## src/rtl/br_check_pkg.sv

```systemverilog
// ---------------------------------------------------------------------------
// br_check_pkg : shared address/queue widths and branch-record type
// Revision: 1.0
// ---------------------------------------------------------------------------
`default_nettype none

package br_check_pkg;

  localparam int InstAddrBus = 32;
  localparam int BrqDepth    = 4;
  localparam int BrqPtrW     = $clog2(BrqDepth);
  localparam int BrqCntW     = BrqPtrW + 1;

  typedef struct packed {
    logic [InstAddrBus-1:0] pc;
    logic                   br_p;
    logic [InstAddrBus-1:0] addr_p;
  } br_rec_t;

  function automatic logic [InstAddrBus-1:0] seq_pc(input logic [InstAddrBus-1:0] pc);
    return pc + InstAddrBus'(4);
  endfunction

endpackage

`default_nettype wire

```

## src/rtl/br_fifo.sv

```systemverilog
// ---------------------------------------------------------------------------
// br_fifo : circular queue of in-flight prediction records, clear has priority
// Revision: 1.0
// ---------------------------------------------------------------------------
`default_nettype none

module br_fifo
  import br_check_pkg::*;
(
  input  logic               clk,
  input  logic               rst,
  input  logic               i_push,
  input  logic               i_pop,
  input  logic               i_clear,
  input  br_rec_t            i_wdata,
  output br_rec_t            o_head,
  output logic [BrqCntW-1:0] o_count,
  output logic               o_empty
);

  br_rec_t             r_mem [BrqDepth];
  logic [BrqPtrW-1:0]  r_rd_ptr;
  logic [BrqPtrW-1:0]  r_wr_ptr;
  logic [BrqCntW-1:0]  r_count;

  logic w_full;
  logic w_pop;
  logic w_push;

  assign w_full  = (r_count == BrqCntW'(BrqDepth));
  assign o_empty = (r_count == '0);
  assign w_pop   = i_pop & ~o_empty;
  // A pop frees the head slot first, so a full queue still accepts a push.
  assign w_push  = i_push & (~w_full | w_pop);

  always_ff @(posedge clk) begin
    if (rst || i_clear) begin
      r_rd_ptr <= '0;
      r_wr_ptr <= '0;
      r_count  <= '0;
    end else begin
      if (w_push) r_wr_ptr <= r_wr_ptr + BrqPtrW'(1);
      if (w_pop)  r_rd_ptr <= r_rd_ptr + BrqPtrW'(1);
      case ({w_push, w_pop})
        2'b10:   r_count <= r_count + BrqCntW'(1);
        2'b01:   r_count <= r_count - BrqCntW'(1);
        default: r_count <= r_count;
      endcase
    end
  end

  always_ff @(posedge clk) begin
    if (w_push && !i_clear && !rst) r_mem[r_wr_ptr] <= i_wdata;
  end

  assign o_head  = r_mem[r_rd_ptr];
  assign o_count = r_count;

endmodule

`default_nettype wire

```

## src/rtl/br_check.sv

```systemverilog
// ---------------------------------------------------------------------------
// br_check : compares retired branches against their predictions, flushes on mispredict
// Revision: 1.0
// ---------------------------------------------------------------------------
`default_nettype none

module br_check
  import br_check_pkg::*;
(
  input  logic                   clk,
  input  logic                   rst,
  input  logic                   if_valid,
  input  logic [InstAddrBus-1:0] if_pc,
  input  logic                   if_br_p,
  input  logic [InstAddrBus-1:0] if_addr_p,
  input  logic                   ex_valid,
  input  logic                   ex_is_br,
  input  logic                   ex_jmp,
  input  logic [InstAddrBus-1:0] ex_target,
  output logic                   full,
  output logic                   flush,
  output logic [InstAddrBus-1:0] redirect_pc,
  output logic                   upd_is_br,
  output logic [InstAddrBus-1:0] upd_addr,
  output logic [InstAddrBus-1:0] upd_jmp_addr,
  output logic                   upd_jmp,
  output logic [31:0]            br_cnt,
  output logic [31:0]            mis_cnt,
  output logic                   err
);

  br_rec_t                w_head;
  br_rec_t                w_wdata;
  logic [BrqCntW-1:0]     w_count;
  logic                   w_empty;
  logic                   w_pop;
  logic                   w_push;
  logic                   w_mis;
  logic                   w_br_pop;
  logic [InstAddrBus-1:0] w_correct_pc;

  logic                   r_flush;
  logic [InstAddrBus-1:0] r_redirect_pc;
  logic                   r_upd_is_br;
  logic [InstAddrBus-1:0] r_upd_addr;
  logic [InstAddrBus-1:0] r_upd_jmp_addr;
  logic                   r_upd_jmp;
  logic [31:0]            r_br_cnt;
  logic [31:0]            r_mis_cnt;
  logic                   r_err;

  assign full     = (w_count == BrqCntW'(BrqDepth));
  assign w_pop    = ex_valid & ~w_empty;
  assign w_br_pop = w_pop & ex_is_br;

  // A non-branch popping a taken prediction means the predictor aliased onto it.
  assign w_mis = w_pop & (ex_is_br
                 ? ((w_head.br_p != ex_jmp) |
                    (w_head.br_p & ex_jmp & (w_head.addr_p != ex_target)))
                 : w_head.br_p);

  assign w_correct_pc = (ex_is_br & ex_jmp) ? ex_target : seq_pc(w_head.pc);
  assign w_push       = if_valid & (~full | w_pop) & ~w_mis;

  assign w_wdata.pc     = if_pc;
  assign w_wdata.br_p   = if_br_p;
  assign w_wdata.addr_p = if_addr_p;

  br_fifo u_fifo (
    .clk     (clk),
    .rst     (rst),
    .i_push  (w_push),
    .i_pop   (w_pop),
    .i_clear (w_mis),
    .i_wdata (w_wdata),
    .o_head  (w_head),
    .o_count (w_count),
    .o_empty (w_empty)
  );

  always_ff @(posedge clk) begin
    if (rst) begin
      r_flush        <= 1'b0;
      r_redirect_pc  <= '0;
      r_upd_is_br    <= 1'b0;
      r_upd_addr     <= '0;
      r_upd_jmp_addr <= '0;
      r_upd_jmp      <= 1'b0;
      r_br_cnt       <= '0;
      r_mis_cnt      <= '0;
      r_err          <= 1'b0;
    end else begin
      r_flush     <= w_mis;
      r_upd_is_br <= w_br_pop;
      if (w_mis) r_redirect_pc <= w_correct_pc;
      if (w_br_pop) begin
        r_upd_addr     <= w_head.pc;
        r_upd_jmp_addr <= ex_target;
        r_upd_jmp      <= ex_jmp;
        if (r_br_cnt != '1) r_br_cnt <= r_br_cnt + 32'd1;
      end
      if (w_mis && r_mis_cnt != '1) r_mis_cnt <= r_mis_cnt + 32'd1;
      if (ex_valid && w_empty) r_err <= 1'b1;
    end
  end

  assign flush        = r_flush;
  assign redirect_pc  = r_redirect_pc;
  assign upd_is_br    = r_upd_is_br;
  assign upd_addr     = r_upd_addr;
  assign upd_jmp_addr = r_upd_jmp_addr;
  assign upd_jmp      = r_upd_jmp;
  assign br_cnt       = r_br_cnt;
  assign mis_cnt      = r_mis_cnt;
  assign err          = r_err;

endmodule

`default_nettype wire

```

## config.mk

```make
export PLATFORM = sky130hd
export DESIGN_NAME = br_check
export DESIGN_NICKNAME = d
export VERILOG_FILES = /design/src/rtl/br_check_pkg.sv /design/src/rtl/br_fifo.sv /design/src/rtl/br_check.sv
export SDC_FILE = /design/constraint.sdc
export NUM_CORES = 1
export LEC_CHECK = 0
export BUFFER_PORTS_ARGS = -buffer_cell sky130_fd_sc_hd__buf_2
export CAP_MARGIN = 20
export CORE_MARGIN = 2
export CORE_UTILIZATION = 57
export CTS_CLUSTER_DIAMETER = 120
export DETAILED_ROUTE_END_ITERATION = 7
export PLACE_DENSITY = 0.78
export SYNTH_ARGS = -nofsm -noshare
export SYNTH_HDL_FRONTEND = slang
export SYNTH_SLANG_ARGS = --single-unit
```

## constraint.sdc

```tcl
create_clock -name clk -period 12.2 [get_ports clk]
set_clock_uncertainty 0.15 [all_clocks]
set_input_delay 0.61 -clock clk [delete_from_list [all_inputs] [get_ports clk]]
set_output_delay 0.61 -clock clk [all_outputs]
set_load 0.05 [all_outputs]
```

Word level (Yosys, flattened, before mapping). Memory sizes are Yosys's and may differ from the RTL's. A register that Yosys moved wholly into a read port is not among the register bits. Index checks and enable logic that the tools add are counted.

Add/sub/neg operators: 7. Equality and inequality tests: 7. Muxes and demuxes: 7. Bitwise gates (word level): 16. Reduce and logical (&&, ||, !) cells: 10.

Operators with widths (count): adder 32 x 1 -> 32 bit, second input constant (2); inequality test 32 bit, second input constant (2); adder 32 x 3 -> 32 bit, second input constant (1); two-way mux 32 bit (1); inequality test 32 bit (1); bitwise AND 1 bit (10); one-hot mux 3 bit (2 select lines) (1); adder 2 x 1 -> 2 bit, second input constant (2); logical AND 1 bit (4); two-way mux 2 bit (2); adder 3 x 1 -> 3 bit, second input constant (1); == test 3 bit, second input constant (1); logical NOT 3 bit (1); two-way mux 1 bit (3); inverter 1 bit (3); OR 1 bit (3); subtractor 3 x 1 -> 3 bit, second input constant (1); == test 2 x 1 -> 1 bit, second input constant (1); == test 2 bit, second input constant (1); logical NOT 1 bit (2); AND reduction 2 bit (1); nonzero test 2 bit (1); logical OR 1 bit (1); inequality test 1 bit (1).

Register bits after elaboration: 171. Memory bits (writable): 260. Input bits: 103. Logic and storage cells: 60. Memories kept: 1.

Memories: u_fifo.r_mem (words 4, bits a word 65, rd ports 1, clocked after Yosys merged registers in 1, wr ports 1, line br_fifo.sv:21) `br_rec_t r_mem [BrqDepth];`.

Depth between registers and ports, before layout.
Word-level depth: 12. Depth in mapped cells: 19. Mapped depth without buffers: 15.

By module. Synthesis repeated with hierarchy kept, for this count alone.

Cells, all modules: 1377. Area, all modules: 17609.4 um2.

By module, submodules not included: br_fifo (instances 1, cells each 393, area each 9830.7 um2, sequential area each 7987.7 um2); br_check (instances 1, cells each 984, area each 7778.7 um2, sequential area each 3283.1 um2).

Least setup slack after synthesis. OpenSTA, ideal clock, no wires.

Path type: flip-flop to flip-flop. Start point: register with a tool-made name. End point: memory u_fifo.r_mem[1][0] in the netlist's numbering, enable pin. Setup time: 0.671 ns. Data arrival time: 9.101 ns. Path slack: 2.278 ns. Cell stages (with the launch flop): 14. Path buffers: 5. Period minus slack after synthesis: 9.922 ns. Path through: dfxtp_1 > buf_6 > buf_8 > buf_8 > buf_8 > mux4_2 > ha_1 > nor2b_1 > nand4_1 > nor4_1 > and4_1 > nor2_1 > buf_2 > nor4b_1.

RTL lines (line): end, declared (br_fifo.sv:21).

==> results.yml <==
grt:
  top_usage_layer: "met2"
  met1_usage_pct: 35.74
  overflow: 0
  track_usage_pct: 26.67
  grtUsageMet2_pct: 42.69
  grt_start_max_net_pins: 112
  use_met3_pct: 6.226
  antenna_found_initial: 2
  grt_pass1_vias: 11820
  grt_pass1_wl_um: 67970
die:
  dieArea_sq_mm: 0.03322
  floorplan.rows: 65
  die_width_um: 182.3
  die_h_um: 182.3
  ios: 268
  coreArea_sq_mm: 0.03139
  start_util_pct: 57.69
final_layout:
  drive_gt1_share_pct: 25.22
  syn_to_final_growth_pct: 16.33
  utilization_pct: 67.11
  num_antenna_cells: 0
  layout_common_cells: "267 x buf_2, 260 x edfxtp_1, 171 x dfxtp_1, 163 x nand2_1, 107 x a21oi_1"
  final_common_cell: "buf_2"
  nNetsFinal: 1764
  n_fill_cell: 2287
clocking:
  holdBufCountCts: 0
  cts_buffers: 44
  cts_root_buf: "clkbuf_16"
  ctsResizeCount: 0
  post_cts_buffers: 0
  clk_latency_ns: 0.56
  cts.sinks: 433
  cts_max_level: 2
  clockBufferDepth: 3
  cts_tree: "done"
  path_clk_slew_ns: 0.07
critical_path:
  cp.required_ns: 12.22
  worstRegToRegCells: 12
  worst_setup_path_start_kind: "flop"
  cp.arrival_ns: 6.24
  path_class: "reg2reg"
  critical_path_peak_fanout: 76
  critPathCaptureType: "flop"
synth:
  synth-seq-cells: 433
  syn-num-nets: 1517
  avgSynthCellArea_sq_um: 12.90
  syn_area_sq_mm: 0.01811
  ys_types: 62
  synth-edff-count: 260
  async_reset_ff_share_pct: 0
  synth_flop_cell: "edfxtp_1"
  yosysSeqAreaShare_pct: 62.23
  synth_cells: 1404
  yosys_warnings: 0
placement:
  port_buffers: 267
  post-place-ws_ns: 6.073
  place_hpwl_um: 29920
  gp_congestion: 0.8056
sta:
  setup_slack_ns: 5.974
  post-route-period-util_pct: 51.03
  worst_hold_slack_ns: 0.1131
  period_needed_ns: 6.226
  final-hold-violation-count: 0
  finalSetupTns_ns: 0
  tightest_slew_ns: 1.111
  slew-limit-headroom_pct: 25.69
  finalMaxSlewViolations: 0
  finalSetupViolCount: 0
  rsz0062_at_grt: "no"
  fmax_mhz: 160.6
power_and_ir_drop:
  p_per_area_mw_per_mm2: 193.3
  p_leak_nw: 7.511
  ir_drop_v: 0.0001390
  finalPower_mw: 4.073
routing:
  first_iter_violations: 1085
  wire_per_inst_um: 21.56
  drt_wl_total_um: 44990
  viasPerCell: 5.971
  ant_nets: 0
  drt_pass1_iterations: 5
  drcViolationCount: 0
  vias: 12460
hold_path:
  min_path_type: "in2reg"
  whs_path_depth: 1
status:
  status: "complete, no violations"
flow_run:
  max_cap_viol_count: 0
==> state kept, by name, summed over array words and instances (netlist names), named ones only <==
register,flops
u_fifo.r_mem,260
br_cnt,32
mis_cnt,32
redirect_pc,32
upd_addr,32
upd_jmp_addr,32
u_fifo.o_count,3
u_fifo.r_rd_ptr,2
u_fifo.r_wr_ptr,2
err,1
flush,1
upd_is_br,1
upd_jmp,1
==> cells by family after synthesis <==
group	count (synthesis)	synth area share, %
AO/OA/AOI/OAI	201	6.605
XOR/XNOR	92	4.449
adder cells (fa/ha/maj)	10	0.7323
buffers and inverters	98	2.901
flip-flops	433	62.23
multiplexers	89	9.506
AND/OR/NAND/NOR	481	13.58
==> where the power goes <==
part           switching (mW)  internal, mW
Clock                   0.567         0.748
Sequential             0.0784          1.68
Combinational           0.664         0.334
==> critical path, cell delays in order (launching register included) <==
cell,delay (ns)
dfxtp_4,0.62
buf_4,0.72
mux4_2,0.62
ha_1,0.30
nor2b_1,0.19
nand4_1,0.15
nor4_1,0.34
and4_2,0.33
buf_4,0.58
nor2_2,0.30
buf_4,0.31
nor4b_2,0.29
buf_4,0.75
==> worst paths after layout <==
check | slack [ns] | endpoint | start
worst max-delay path | 5.97 | u_fifo.r_mem[1][34] | flop
worst min-delay path | 0.11 | u_fifo.r_mem[1][23] | if_addr_p[23]
worst max register to register | 5.97 | u_fifo.r_mem[1][34] | flop
worst min register to register | 0.30 | upd_addr[26] | upd_addr[26]
==> final cells by class <==
class                           instances  area (sq um)  share of cell area [%]
Timing Repair Buffer                  281          1445                   6.859
Sequential cell                       433         11280                   53.52
Tap cell                              402         503.0                   2.387
Multi-Input combinational cell        873          6350                   30.14
Clock inverter                         24         187.7                  0.8908
Inverter                               18         67.56                  0.3207
Clock buffer                           56          1240                   5.885
==> synth_stat cells (all sizes together) (6+ instances only) <==
library cell / number / area share (%)
nand2: 165 / 3.4
inv: 18 / 0.37
a21oi: 107 / 3.0
nor2b: 14 / 0.48
nand2b: 21 / 0.73
or4: 19 / 0.79
dfxtp: 173 / 19
a2111o: 9 / 0.56
and2: 8 / 0.28
mux2i: 16 / 0.88
edfxtp: 260 / 43
nand4: 32 / 1.3
nor3b: 7 / 0.35
buf: 32 / 1.5
o21ai: 37 / 1.0
xor2: 35 / 1.7
and3: 11 / 0.38
nand3: 50 / 1.5
mux4: 62 / 7.9
nor2: 92 / 1.9
and4: 7 / 0.34
a211oi: 15 / 0.62
ha: 9 / 0.62
mux2: 11 / 0.68
nor4b: 6 / 0.29
nor4: 14 / 0.65
nor3: 21 / 0.58
clkbuf: 48 / 0.99
o31ai: 18 / 0.75
or3: 8 / 0.28
xnor2: 57 / 2.8
==> routing by layer <==
layer  routed length (um)  part of all wire, %
met5                   30                0.067
met2                21120                   47
met4                 1529                  3.4
met3                 4054                  9.0
met1                18250                   41
==> stage by stage <==
step | instance area, sq um | instances
6_report | 21070 | 2087
5_1_grt | 21070 | 2087
4_1_cts | 21060 | 2086
3_5_place_dp | 19640 | 2006
3_3_place_gp | 19640 | 2006
2_1_floorplan | 18110 | 1404
Note: power is estimated with default switching activity, not from simulation.
